==> src/rtl/prog_loader.sv <==
// Host-side program loader: turns a byte command stream into memory loads/reads,
// PC presets and run/step/stop control of an attached CPU, sharing one memory bus.
module prog_loader (
  input  logic       clk,
  input  logic       rst,
  input  logic [7:0] host_data,
  input  logic       host_valid,
  output logic       host_ready,
  output logic [7:0] rsp_data,
  output logic       rsp_valid,
  input  logic       rsp_ready,
  input  logic [7:0] cpu_mem_din,
  input  logic [7:0] cpu_mem_addr,
  input  logic       cpu_mem_we,
  output logic [7:0] cpu_mem_dout,
  output logic [7:0] mem_din,
  output logic [7:0] mem_addr,
  output logic       mem_we,
  input  logic [7:0] mem_dout,
  output logic [7:0] pc_set_val,
  output logic       pc_set_wr,
  output logic       run,
  input  logic       cpu_halt,
  input  logic       cpu_done,
  output logic [7:0] retired,
  output logic       err
);

  typedef enum logic [3:0] {
    CMD, LD_ADDR, LD_LEN, LD_DATA, RD_ADDR, RD_RSP,
    RUN_PC, SET_PC, RUNNING, STEP_GO, STOPPING
  } state_t;

  localparam logic [7:0] OP_LOAD  = 8'h01;
  localparam logic [7:0] OP_RUN   = 8'h02;
  localparam logic [7:0] OP_STOP  = 8'h03;
  localparam logic [7:0] OP_READ  = 8'h04;
  localparam logic [7:0] OP_STEP  = 8'h05;
  localparam logic [7:0] OP_RETIR = 8'h06;

  state_t     state, nxt;
  logic [7:0] addr_ptr;
  logic [7:0] count;
  logic       bus_cpu;    // CPU owns the memory bus
  logic       ld_active;  // loader is streaming write data
  logic       rd_active;  // loader is taking a read address
  logic       acc;
  logic       cmd_bad;

  assign acc     = host_valid && host_ready;
  assign cmd_bad = (host_data == 8'h00) || (host_data > OP_RETIR);

  always_comb begin
    nxt = state;
    unique case (state)
      CMD: if (acc) begin
        case (host_data)
          OP_LOAD:  nxt = LD_ADDR;
          OP_RUN:   nxt = RUN_PC;
          OP_READ:  nxt = RD_ADDR;
          OP_STEP:  nxt = STEP_GO;
          OP_RETIR: nxt = RD_RSP;
          default:  nxt = CMD;
        endcase
      end
      LD_ADDR:  if (acc) nxt = LD_LEN;
      LD_LEN:   if (acc) nxt = LD_DATA;
      // count of 0 means 256: it wraps to 0xFF on the first byte
      LD_DATA:  if (acc && count == 8'd1) nxt = CMD;
      RD_ADDR:  if (acc) nxt = RD_RSP;
      RD_RSP:   if (rsp_ready) nxt = CMD;
      RUN_PC:   if (acc) nxt = SET_PC;
      SET_PC:   nxt = RUNNING;
      RUNNING:  if (acc && host_data == OP_STOP) nxt = STOPPING;
      STEP_GO:  nxt = STOPPING;
      STOPPING: if (cpu_halt) nxt = CMD;
      default:  nxt = CMD;
    endcase
  end

  // Control outputs are registered from the next state so they line up with it.
  always_ff @(posedge clk) begin
    if (rst) begin
      state      <= CMD;
      host_ready <= 1'b1;
      run        <= 1'b0;
      pc_set_wr  <= 1'b0;
      rsp_valid  <= 1'b0;
      bus_cpu    <= 1'b0;
      ld_active  <= 1'b0;
      rd_active  <= 1'b0;
      rsp_data   <= 8'h00;
      pc_set_val <= 8'h00;
      err        <= 1'b0;
      retired    <= 8'h00;
      addr_ptr   <= 8'h00;
      count      <= 8'h00;
    end else begin
      state      <= nxt;
      host_ready <= nxt inside {CMD, LD_ADDR, LD_LEN, LD_DATA, RD_ADDR, RUN_PC, RUNNING};
      run        <= nxt inside {RUNNING, STEP_GO};
      pc_set_wr  <= (nxt == SET_PC);
      rsp_valid  <= (nxt == RD_RSP);
      bus_cpu    <= nxt inside {RUNNING, STEP_GO, STOPPING};
      ld_active  <= (nxt == LD_DATA);
      rd_active  <= (nxt == RD_ADDR);

      case (state)
        CMD: if (acc) begin
          if (host_data == OP_RETIR) rsp_data <= retired;
          if (cmd_bad) err <= 1'b1;
        end
        LD_ADDR: if (acc) addr_ptr <= host_data;
        LD_LEN:  if (acc) count <= host_data;
        LD_DATA: if (acc) begin
          addr_ptr <= addr_ptr + 8'd1;
          count    <= count - 8'd1;
        end
        RD_ADDR: if (acc) rsp_data <= mem_dout;
        RUN_PC:  if (acc) pc_set_val <= host_data;
        RUNNING: if (acc && host_data != OP_STOP) err <= 1'b1;
        default: ;
      endcase

      if (state == SET_PC)
        retired <= 8'h00;
      else if (bus_cpu && cpu_done)
        retired <= retired + 8'd1;
    end
  end

  assign cpu_mem_dout = mem_dout;
  assign mem_addr = bus_cpu ? cpu_mem_addr : (rd_active ? host_data : addr_ptr);
  assign mem_din  = bus_cpu ? cpu_mem_din  : host_data;
  assign mem_we   = bus_cpu ? cpu_mem_we   : (ld_active && host_valid && host_ready);

endmodule

==> config.mk <==
export PLATFORM = sky130hd
export DESIGN_NAME = prog_loader
export DESIGN_NICKNAME = d
export VERILOG_FILES = /design/src/rtl/prog_loader.sv
export SDC_FILE = /design/constraint.sdc
export NUM_CORES = 1
export LEC_CHECK = 0
export ABC_AREA = 1
export CORE_UTILIZATION = 38
export CTS_BUF_LIST = sky130_fd_sc_hd__clkbuf_8 sky130_fd_sc_hd__clkbuf_16
export DETAILED_ROUTE_END_ITERATION = 8
export PLACE_DENSITY = 0.67
export SLEW_MARGIN = 10
export SYNTH_ARGS = -nofsm -noshare
export SYNTH_HDL_FRONTEND = slang
export SYNTH_SLANG_ARGS = --single-unit
==> constraint.sdc <==
create_clock -name clk -period 2.79 [get_ports clk]
set_input_delay 0.558 -clock clk [delete_from_list [all_inputs] [get_ports clk]]
set_output_delay 0.558 -clock clk [all_outputs]
set_load 0.02 [all_outputs]
==> run metrics, run 1 <==
GR peak layer met2; CTS Root Cell clkbuf_8; FILL cells 794; cell row count 32; TritonCTS clock tree done; Critical Path Slowest Stage Cell clkdlybuf4s50_1; clock power share 0.320; final WL ~8000 µm; Worst-Skew Late Latency 0.30 ns; initial antenna violation count 0; Placeable Area between 0.007 and 0.008 mm²; f_max between 300 and 400 MHz; Power Dens Cells 337 mW/mm²; total track usage 0.203; internal power between 1 and 1.5 mW; top_reg_cell synth dfxtp_1; met3 Use GR 0.0387; sequential power share 0.548; Clock Tree Buf Depth 2; Die X-Extent 90.8 µm; Final Wtd Congestion 0.909; Critical Path, Cell by Cell clkdlybuf4s50_1 -> inv_1 -> nand2_1 -> o21ai_0 -> o21ai_0 -> clkdlybuf4s50_1; static leakage around 1.7 nW; Post-Syn Area per Cell between 6 and 7 µm²; CP Launch Type input port; Final Cycle Share 0.945; clock skew 0.00462 ns; Seq/Total Area, Yosys 0.348; share of layout cells above drive strength 1 0.0596; Worst Path Arrival roughly 2.1 ns; number of cells on the worst reg-to-reg path 8; Setup TNS 0 ns; final hold vios 0; Routed WL per cell 12.4 µm; number of global-route vias before repair ~3000; drt pass-1 iters 4; crit-path max FO 3; GRT overflow 0; WHS Path Cells 2; dpl hpwl ~6300 µm; Die ar. approximately 0.008 mm²; Setup WS pre-CTS approximately 0.12 ns; RSZ-0062 raised after global routing false; WP buf/inv 3; ys async rst share 0; Combinational Power Share 0.132; fin nets between 500 and 600; via/cell ratio just under 5; port bufs 92; Critical Path RT between 2 and 2.5 ns; max-slew violations 0; met2 GRT Util 0.350; cell family with most CP delay buffers and inverters; CTS buffer count 5; setup ws final 0.153 ns; Crit. End Element output pin; status complete, no violations; synthesized cell area roughly 0.003 mm²; IR drop worst, VDD 175 µV; vias ~3200; met1 global-route usage 0.253; Ports 93; Finish-stage setup viols 0; max_cap viols 0; # clock sinks 52; first-pass GRT wire length 13600 µm; post-route ant nets 0; DR DRC count 0; Sw Pwr approximately 0.35 mW; Critical Path Max Stage Delay between 0.6 and 0.7 ns; clock period minus worst slack around 2.6 ns; syn nets around 500; Ys Warns 0; Hold WC Path Type flip-flop to flip-flop; Worst path depth 6; Slew headroom 0.630; post-synthesis cell type count 32; Reg clk slew, reported paths around 0.1 ns; post-synthesis cell count around 470; Die H slightly above 90 µm; area grow syn2layout 35.5%; Switching Fraction 0.258; WS Path Type input port to output pin; Antenna diodes 0; DRT iter0 DRCs 150; initial core utilization 0.389; Synth Register Bits 52; pin count of the biggest net entering global routing 35; CTS H-tree lvls 2; worst-margin pin slew ~0.55 ns; EDFF count, synth 0
## tightest hold or removal path, cell delays in order (launching register included)
cell     delay [ns]
dfxtp_1        0.34
nand2_1        0.07
a21oi_1        0.06
## layout by cell type, fill, tap and decap left out
cell type,instances
nand4_1,2
o21bai_1,1
nand3_2,2
nor3_4,2
clkbuf_8,5
nand3b_1,2
clkdlybuf4s50_1,91
nor3b_1,1
o2111ai_1,1
nor2_1,65
ha_1,4
a31oi_1,8
nand3_1,23
buf_4,7
o21ai_0,67
clkinv_4,1
nand2_1,115
nor3_1,3
dfxtp_1,52
a21oi_1,26
xor2_1,5
dlymetal6s2s_1,1
inv_1,50
o21ai_4,1
clkinvlp_4,1
inv_2,8
nor2_4,2
o211ai_1,2
nor2_2,2
nand2_2,1
o21ai_1,1
or2_2,1
o22ai_1,1
## power by group through the flow
stage	Clock, mW	Sequential [mW]	Combinational (mW)
floorplan	0	0.767	0.0757
global placement	0	0.766	0.180
detailed placement	0	0.766	0.181
CTS	0.448	0.749	0.182
global route	0.485	0.749	0.196
finish	0.437	0.749	0.181
## metal layers
layer,share of wire,up-vias,wire length (µm)
met5,0,-,0
met4,0.016,0,129
met3,0.055,13,448
met2,0.47,97,3800
met1,0.46,1386,3750
li1,-,1662,-
## sequential cells by signal (all words and copies together), names as in the netlist
register,cells
host_ready,1
count,8
rd_active,1
pc_set_val,8
rsp_data,8
pc_set_wr,1
ld_active,1
rsp_valid,1
run,1
addr_ptr,8
bus_cpu,1
err,1
retired,8
state,4
## area by class of cell
type / count / area (µm²) / share of cell area
clock inverters: 3 / 20.0 / 0.00494
flip-flops and latches: 52 / 1040 / 0.257
multi-input cells: 338 / 1610 / 0.397
inverters: 57 / 214 / 0.0527
clock buffers: 5 / 68.8 / 0.0170
well taps: 102 / 128 / 0.0315
repair buffers: 99 / 976 / 0.241
## per-stage QoR
stage | power, mW | std cells | instance area (µm²) | hold WS (ns) | utilization
after global routing | 1.43 | 656 | 4060 | 0.526 | 0.528
after global placement | 0.946 | 648 | 3970 | 0.465 | 0.516
after CTS | 1.38 | 656 | 4050 | 0.499 | 0.527
final | 1.37 | 656 | 4060 | 0.500 | 0.528
after detailed placement | 0.947 | 648 | 3970 | 0.484 | 0.516
after floorplan | 0.843 | 469 | 2990 | 0.451 | -
## synthesized netlist by cell type (3+ instances only)
library cell,instances,area share
nand2_1,115,0.14
o21ai_0,67,0.11
nor2_1,65,0.081
dfxtp_1,52,0.35
inv_1,49,0.061
a21oi_1,26,0.043
nand3_1,23,0.038
buf_4,9,0.023
a31oi_1,8,0.017
inv_2,8,0.010
clkbuf_1,6,0.0075
buf_2,5,0.0084
xor2_1,5,0.015
ha_1,4,0.017
nor3_1,3,0.0050
## cell families (layout without fill, tap and decap cells)
group,count (synthesis),count (layout),share of synthesized area
AND/OR/NAND/NOR,221,221,0.314
AO/OA/AOI/OAI,108,108,0.192
buffers and inverters,79,164,0.115
flip-flops,52,52,0.348
XOR/XNOR,5,5,0.0146
adder cells (fa/ha/maj),4,4,0.0167
## final timing paths
path	from	end	slack, ns
hold reg to reg	count[4]	count[4]	0.50
setup / recovery	host_data[3]	mem_addr[3]	0.15
setup reg to reg	state[1]	rsp_data[7]	1.00
hold / removal	count[4]	count[4]	0.50
## repair_timing
action,4_1_cts,5_1_grt
resized for setup,0,1
endpoints found under the setup margin,0,1
buffers inserted,0,0
hold buffers,0,0
Power figures use the tool's default switching activity.
==> inputs of run 2 (changes only) <==
CTS_CLUSTER_DIAMETER = 150   (was not set)
GPL_TIMING_DRIVEN = 0   (was not set)
==> run metrics, run 2 (same netlist as run 1, synthesis figures left out) <==
Non-Filler Instances 671 (+2.3%); max-slew violations 0 (unchanged); Routed WL per cell 13.1 µm (+6.1%); # clock sinks 52 (unchanged); initial antenna violation count 0 (unchanged); most common cell after layout, fill and taps aside nand2_1; fin nets 611 (+2.5%); Worst-Skew Late Latency 0.32 ns (+0.02 ns); final hold vios 0 (unchanged); Ports 93 (unchanged); crit-path max FO 6 (+3); reg2reg end pc_set_val[1]; Die ar. 0.00824 mm² (unchanged); Clock Tree Buf Depth 2 (unchanged); drt pass-1 iters 5 (+1); max_cap viols 0 (unchanged); dpl hpwl 6790 µm (+8.2%); WHS 0.498 ns (-0.00142 ns); DRT iter0 DRCs 184 (+23%); Critical Path RT 2.23 ns (about the same); Hold WC Path Type flip-flop to flip-flop; number of cells on the worst reg-to-reg path 9 (+1); post-route ant nets 0 (unchanged); Placeable Area 0.00769 mm² (unchanged); Worst R2R Setup Slack 1.16 ns (+0.16 ns); Post-CTS Setup Bufs 0 (unchanged); Final Wtd Congestion 0.942 (+3.7%); hold_buf cts 0 (unchanged); # placed instances 663 (+2.3%); cell row count 32 (unchanged); Die X-Extent 90.8 µm (unchanged); first-pass GRT wire length 14800 µm (+8.5%); WS Path Type input port to output pin; CP Launch Type input port; via/cell ratio 4.97 (+3.2%); clock skew 0.00647 ns (+0.00185 ns); Reg clk slew, reported paths 0.10 ns (about the same); CTS buffer count 5 (unchanged); Antenna diodes 0 (unchanged); CP startpoint host_data[1]; initial core utilization 0.389 (unchanged); most frequent cells in the layout 115 x nand2_1, 88 x clkdlybuf4s50_1, 67 x o21ai_0, 65 x nor2_1, 52 x dfxtp_1; TritonCTS clock tree done; IR drop worst, VDD 169 µV (-3.3%); Die H 90.8 µm (unchanged); area grow syn2layout 38.6%; reg2reg start state[1]; total track usage 0.221 (+0.0181); f_max 370 MHz (-2.5%); vias 3334 (+5.6%); number of global-route vias before repair 3097 (+4.9%); Power Dens Cells 342 mW/mm² (+1.6%); status complete, no violations; RSZ-0062 raised after global routing false; worst-margin pin slew 0.580 ns (+0.0275 ns); clock period minus worst slack 2.71 ns (+0.0682 ns); Slew headroom 0.613 (-0.0172); Crit. End Element output pin; Worst Path Arrival 2.15 ns (+0.07 ns); DR DRC count 0 (unchanged); pin count of the biggest net entering global routing 18 (-49%); static leakage 1.84 nW (+5.8%); CTS H-tree lvls 2 (unchanged); share of layout cells above drive strength 1 0.0756 (+0.0160); final WL 8820 µm (+8.5%); CTS Root Cell clkbuf_8; Finish-stage setup viols 0 (unchanged); Final Cycle Share 0.970 (+0.0245); port bufs 92 (unchanged); GRT overflow 0 (unchanged); crit path to mem_din[1]
[run 2: worst max-delay path: stages]
cell and delay (ns):
clkdlybuf4s50_1 0.61, inv_1 0.16, o21ai_0 0.19, clkdlybuf4s50_1 0.63
[run 2: worst min-delay path by stage]
stage / to / startpoint / slack, ns / cells after the start
2_1_floorplan: count[4] / count[4] / 0.45 / 2
3_3_place_gp: count[4] / count[4] / 0.49 / 2
3_5_place_dp: count[4] / count[4] / 0.48 / 2
4_1_cts: count[4] / count[4] / 0.50 / 2
5_1_grt: count[4] / count[4] / 0.52 / 2
6_report: count[4] / count[4] / 0.50 / 2
[run 2: report_power, final]
part | switching (mW) | internal [mW]
Combinational | 0.0925 | 0.0957
Clock | 0.275 | 0.208
Sequential | 0.00306 | 0.745
Total | 0.371 | 1.05
[run 2: final cells by class]
class	count	area, µm²
plain buffers	22	131
multi-input cells	338	1610
fillers	787	3540
repair buffers	92	927
clock buffers	6	82.6
flip-flops and latches	52	1040
well taps	102	128
inverters	57	214
clock inverters	2	17.5
[run 2: per-layer routing]
| metal | global-route usage | wire length [µm] | vias to the layer above |
|---|---|---|---|
| li1 | - | - | 1704 |
| met1 | 0.276 | 3970 | 1492 |
| met2 | 0.381 | 4160 | 122 |
| met3 | 0.0379 | 524 | 16 |
| met4 | 0.0739 | 169 | 0 |
| met5 | 0 | 0 | - |
[run 2: per-stage QoR]
stage | cell area, µm² | setup WS, ns | total power, mW | util | TNS, ns
6_report | 4150 | 0.0849 | 1.42 | 0.540 | 0
5_1_grt | 4150 | 0.00907 | 1.48 | 0.540 | 0
4_1_cts | 4140 | 0.00476 | 1.44 | 0.539 | 0
3_5_place_dp | 4040 | -0.0696 | 0.954 | 0.526 | -0.0696
3_3_place_gp | 4040 | -0.0429 | 0.953 | 0.526 | -0.0429
2_1_floorplan | 2990 | 1.00 | 0.843 | - | 0
[run 2: what timing repair did]
| action | CTS | global route |
|---|---|---|
| endpoints found under the setup margin | 1 | 4 |
| endpoints found under the hold margin | 0 | 0 |
| resized for setup | 1 | 5 |
==> inputs of run 3 (changes only) <==
==> constraint.sdc (replaced) <==
create_clock -name clk -period 2.79 [get_ports clk]
set_input_delay 0.837 -clock clk [delete_from_list [all_inputs] [get_ports clk]]
set_output_delay 0.837 -clock clk [all_outputs]
set_load 0.02 [all_outputs]
==> run metrics, run 3 (same netlist as run 1, synthesis figures left out) <==
RSZ-0062 raised after global routing false; initial antenna violation count 0 (unchanged); worst-margin pin slew 0.565 ns (-0.0149 ns); Die X-Extent 90.8 µm (unchanged); max-slew violations 0 (unchanged); setup ws final 0.0317 ns (-0.0532 ns); area grow syn2layout 36.9%; CTS Root Cell clkbuf_8; status complete, no violations; final WL 8850 µm (+0.36%); Final Wtd Congestion 0.942 (unchanged); Reg clk slew, reported paths 0.10 ns (about the same); CTS buffer count 5 (unchanged); reg2reg start state[1]; initial core utilization 0.389 (unchanged); final hold vios 0 (unchanged); Antenna diodes 0 (unchanged); clock period minus worst slack 2.76 ns (+0.0532 ns); share of layout cells above drive strength 1 0.100 (+0.0246); Clock Tree Buf Depth 2 (unchanged); clock skew 0.00600 ns (-0.000467 ns); Finish-stage setup viols 0 (unchanged); f_max 363 MHz (-1.9%); Ports 93 (unchanged); Hold WC Path Type flip-flop to flip-flop; hold_sp count[4]; dpl hpwl 6790 µm (unchanged); max_cap viols 0 (unchanged); Tot Pwr 1.41 mW (-0.81%); crit-path max FO 3 (-3); Post-CTS Setup Bufs 0 (unchanged); Crit. End Element output pin; CP startpoint host_data[7]; post-route ant nets 0 (unchanged); Die ar. 0.00824 mm² (unchanged); cell row count 32 (unchanged); first-pass GRT wire length 14800 µm (+0.14%); DRT iter0 DRCs 201 (+9.2%); Die H 90.8 µm (unchanged); number of global-route vias before repair 3099 (+0.065%); GRT overflow 0 (unchanged); port bufs 92 (unchanged); WS Path Type input port to output pin; Critical Path RT 1.95 ns (-0.28 ns); Worst-Skew Late Latency 0.32 ns (about the same); pin count of the biggest net entering global routing 18 (unchanged); DR DRC count 0 (unchanged); Final Cycle Share 0.989 (+0.0191); most common cell after layout, fill and taps aside nand2_1; CP Launch Type input port; vias 3357 (+0.69%); static leakage 1.83 nW (-0.55%); CTS H-tree lvls 2 (unchanged); TritonCTS clock tree done; Slew headroom 0.623 (+0.00991); Placeable Area 0.00769 mm² (unchanged); Worst Path Arrival 1.92 ns (-0.23 ns); Final Cell Area 0.00410 mm² (-1.2%); Power Dens Cells 344 mW/mm² (+0.43%); Setup WS pre-CTS -0.628 ns (-0.558 ns); fin nets 611 (unchanged); FILL cells 803 (+2.0%); placed cell area 0.00404 mm² (unchanged); # clock sinks 52 (unchanged); Routed WL per cell 13.2 µm (+0.36%); drt pass-1 iters 4 (-1); total track usage 0.221 (+0.000356); most frequent cells in the layout 115 x nand2_1, 65 x nor2_1, 62 x o21ai_0, 61 x clkdlybuf4s50_1, 52 x dfxtp_1; IR drop worst, VDD 171 µV (+1.3%); via/cell ratio 5.00 (+0.69%)
## run 3: timing repair
action / 4_1_cts / 5_1_grt
setup endpoints to repair: 25 / 9
pin swaps: 0 / 1
endpoints found under the hold margin: 0 / 0
gates resized for setup: 63 / 20
gates cloned: 0 / 0
hold buffers: 0 / 0
## run 3: worst max-delay path, stage by stage
cell and delay, ns:
clkdlybuf4s50_1 0.51, inv_1 0.09, o21ai_0 0.14, dlygate4sd2_1 0.35
## run 3: path summary, 6_finish.rpt
kind              endpoint  slack, ns  depth (start not counted)
max reg2reg  pc_set_val[2]       1.15                          9
min               count[4]       0.51                          2
max             mem_din[7]       0.03                          4
min reg2reg       count[4]       0.51                          2
## run 3: routing by layer
layer | global-route usage | vias to the layer above | share of wire
met4 | 0.0739 | 0 | 0.016
met3 | 0.0379 | 14 | 0.061
li1 | - | 1708 | -
met2 | 0.381 | 123 | 0.47
met1 | 0.277 | 1512 | 0.45
met5 | 0 | - | 0
## run 3: per-stage QoR
step | hold WS (ns) | std cells | TNS (ns) | utilization
after floorplan | 0.451 | 469 | 0 | -
after global placement | 0.485 | 663 | -7.10 | 0.526
after detailed placement | 0.481 | 663 | -7.14 | 0.526
after CTS | 0.496 | 671 | 0 | 0.533
after global routing | 0.521 | 671 | 0 | 0.533
final | 0.508 | 671 | 0 | 0.533
## run 3: where the power goes
part	total [mW]	internal (mW)	leakage (nW)	switching, mW
combinational	0.176	0.0838	1.36	0.0925
sequential	0.748	0.745	0.419	0.00307
clock	0.484	0.208	0.0522	0.276
total	1.41	1.04	1.83	0.371
## run 3: area by class of cell
class | instances | area (µm²) | area share
Tap cell | 102 | 128 | 0.0311
Clock buffer | 6 | 82.6 | 0.0201
Sequential cell | 52 | 1040 | 0.254
Buffer | 22 | 130 | 0.0317
Multi-Input combinational cell | 338 | 1610 | 0.393
Inverter | 57 | 214 | 0.0522
Clock inverter | 2 | 17.5 | 0.00427
Timing Repair Buffer | 92 | 877 | 0.214
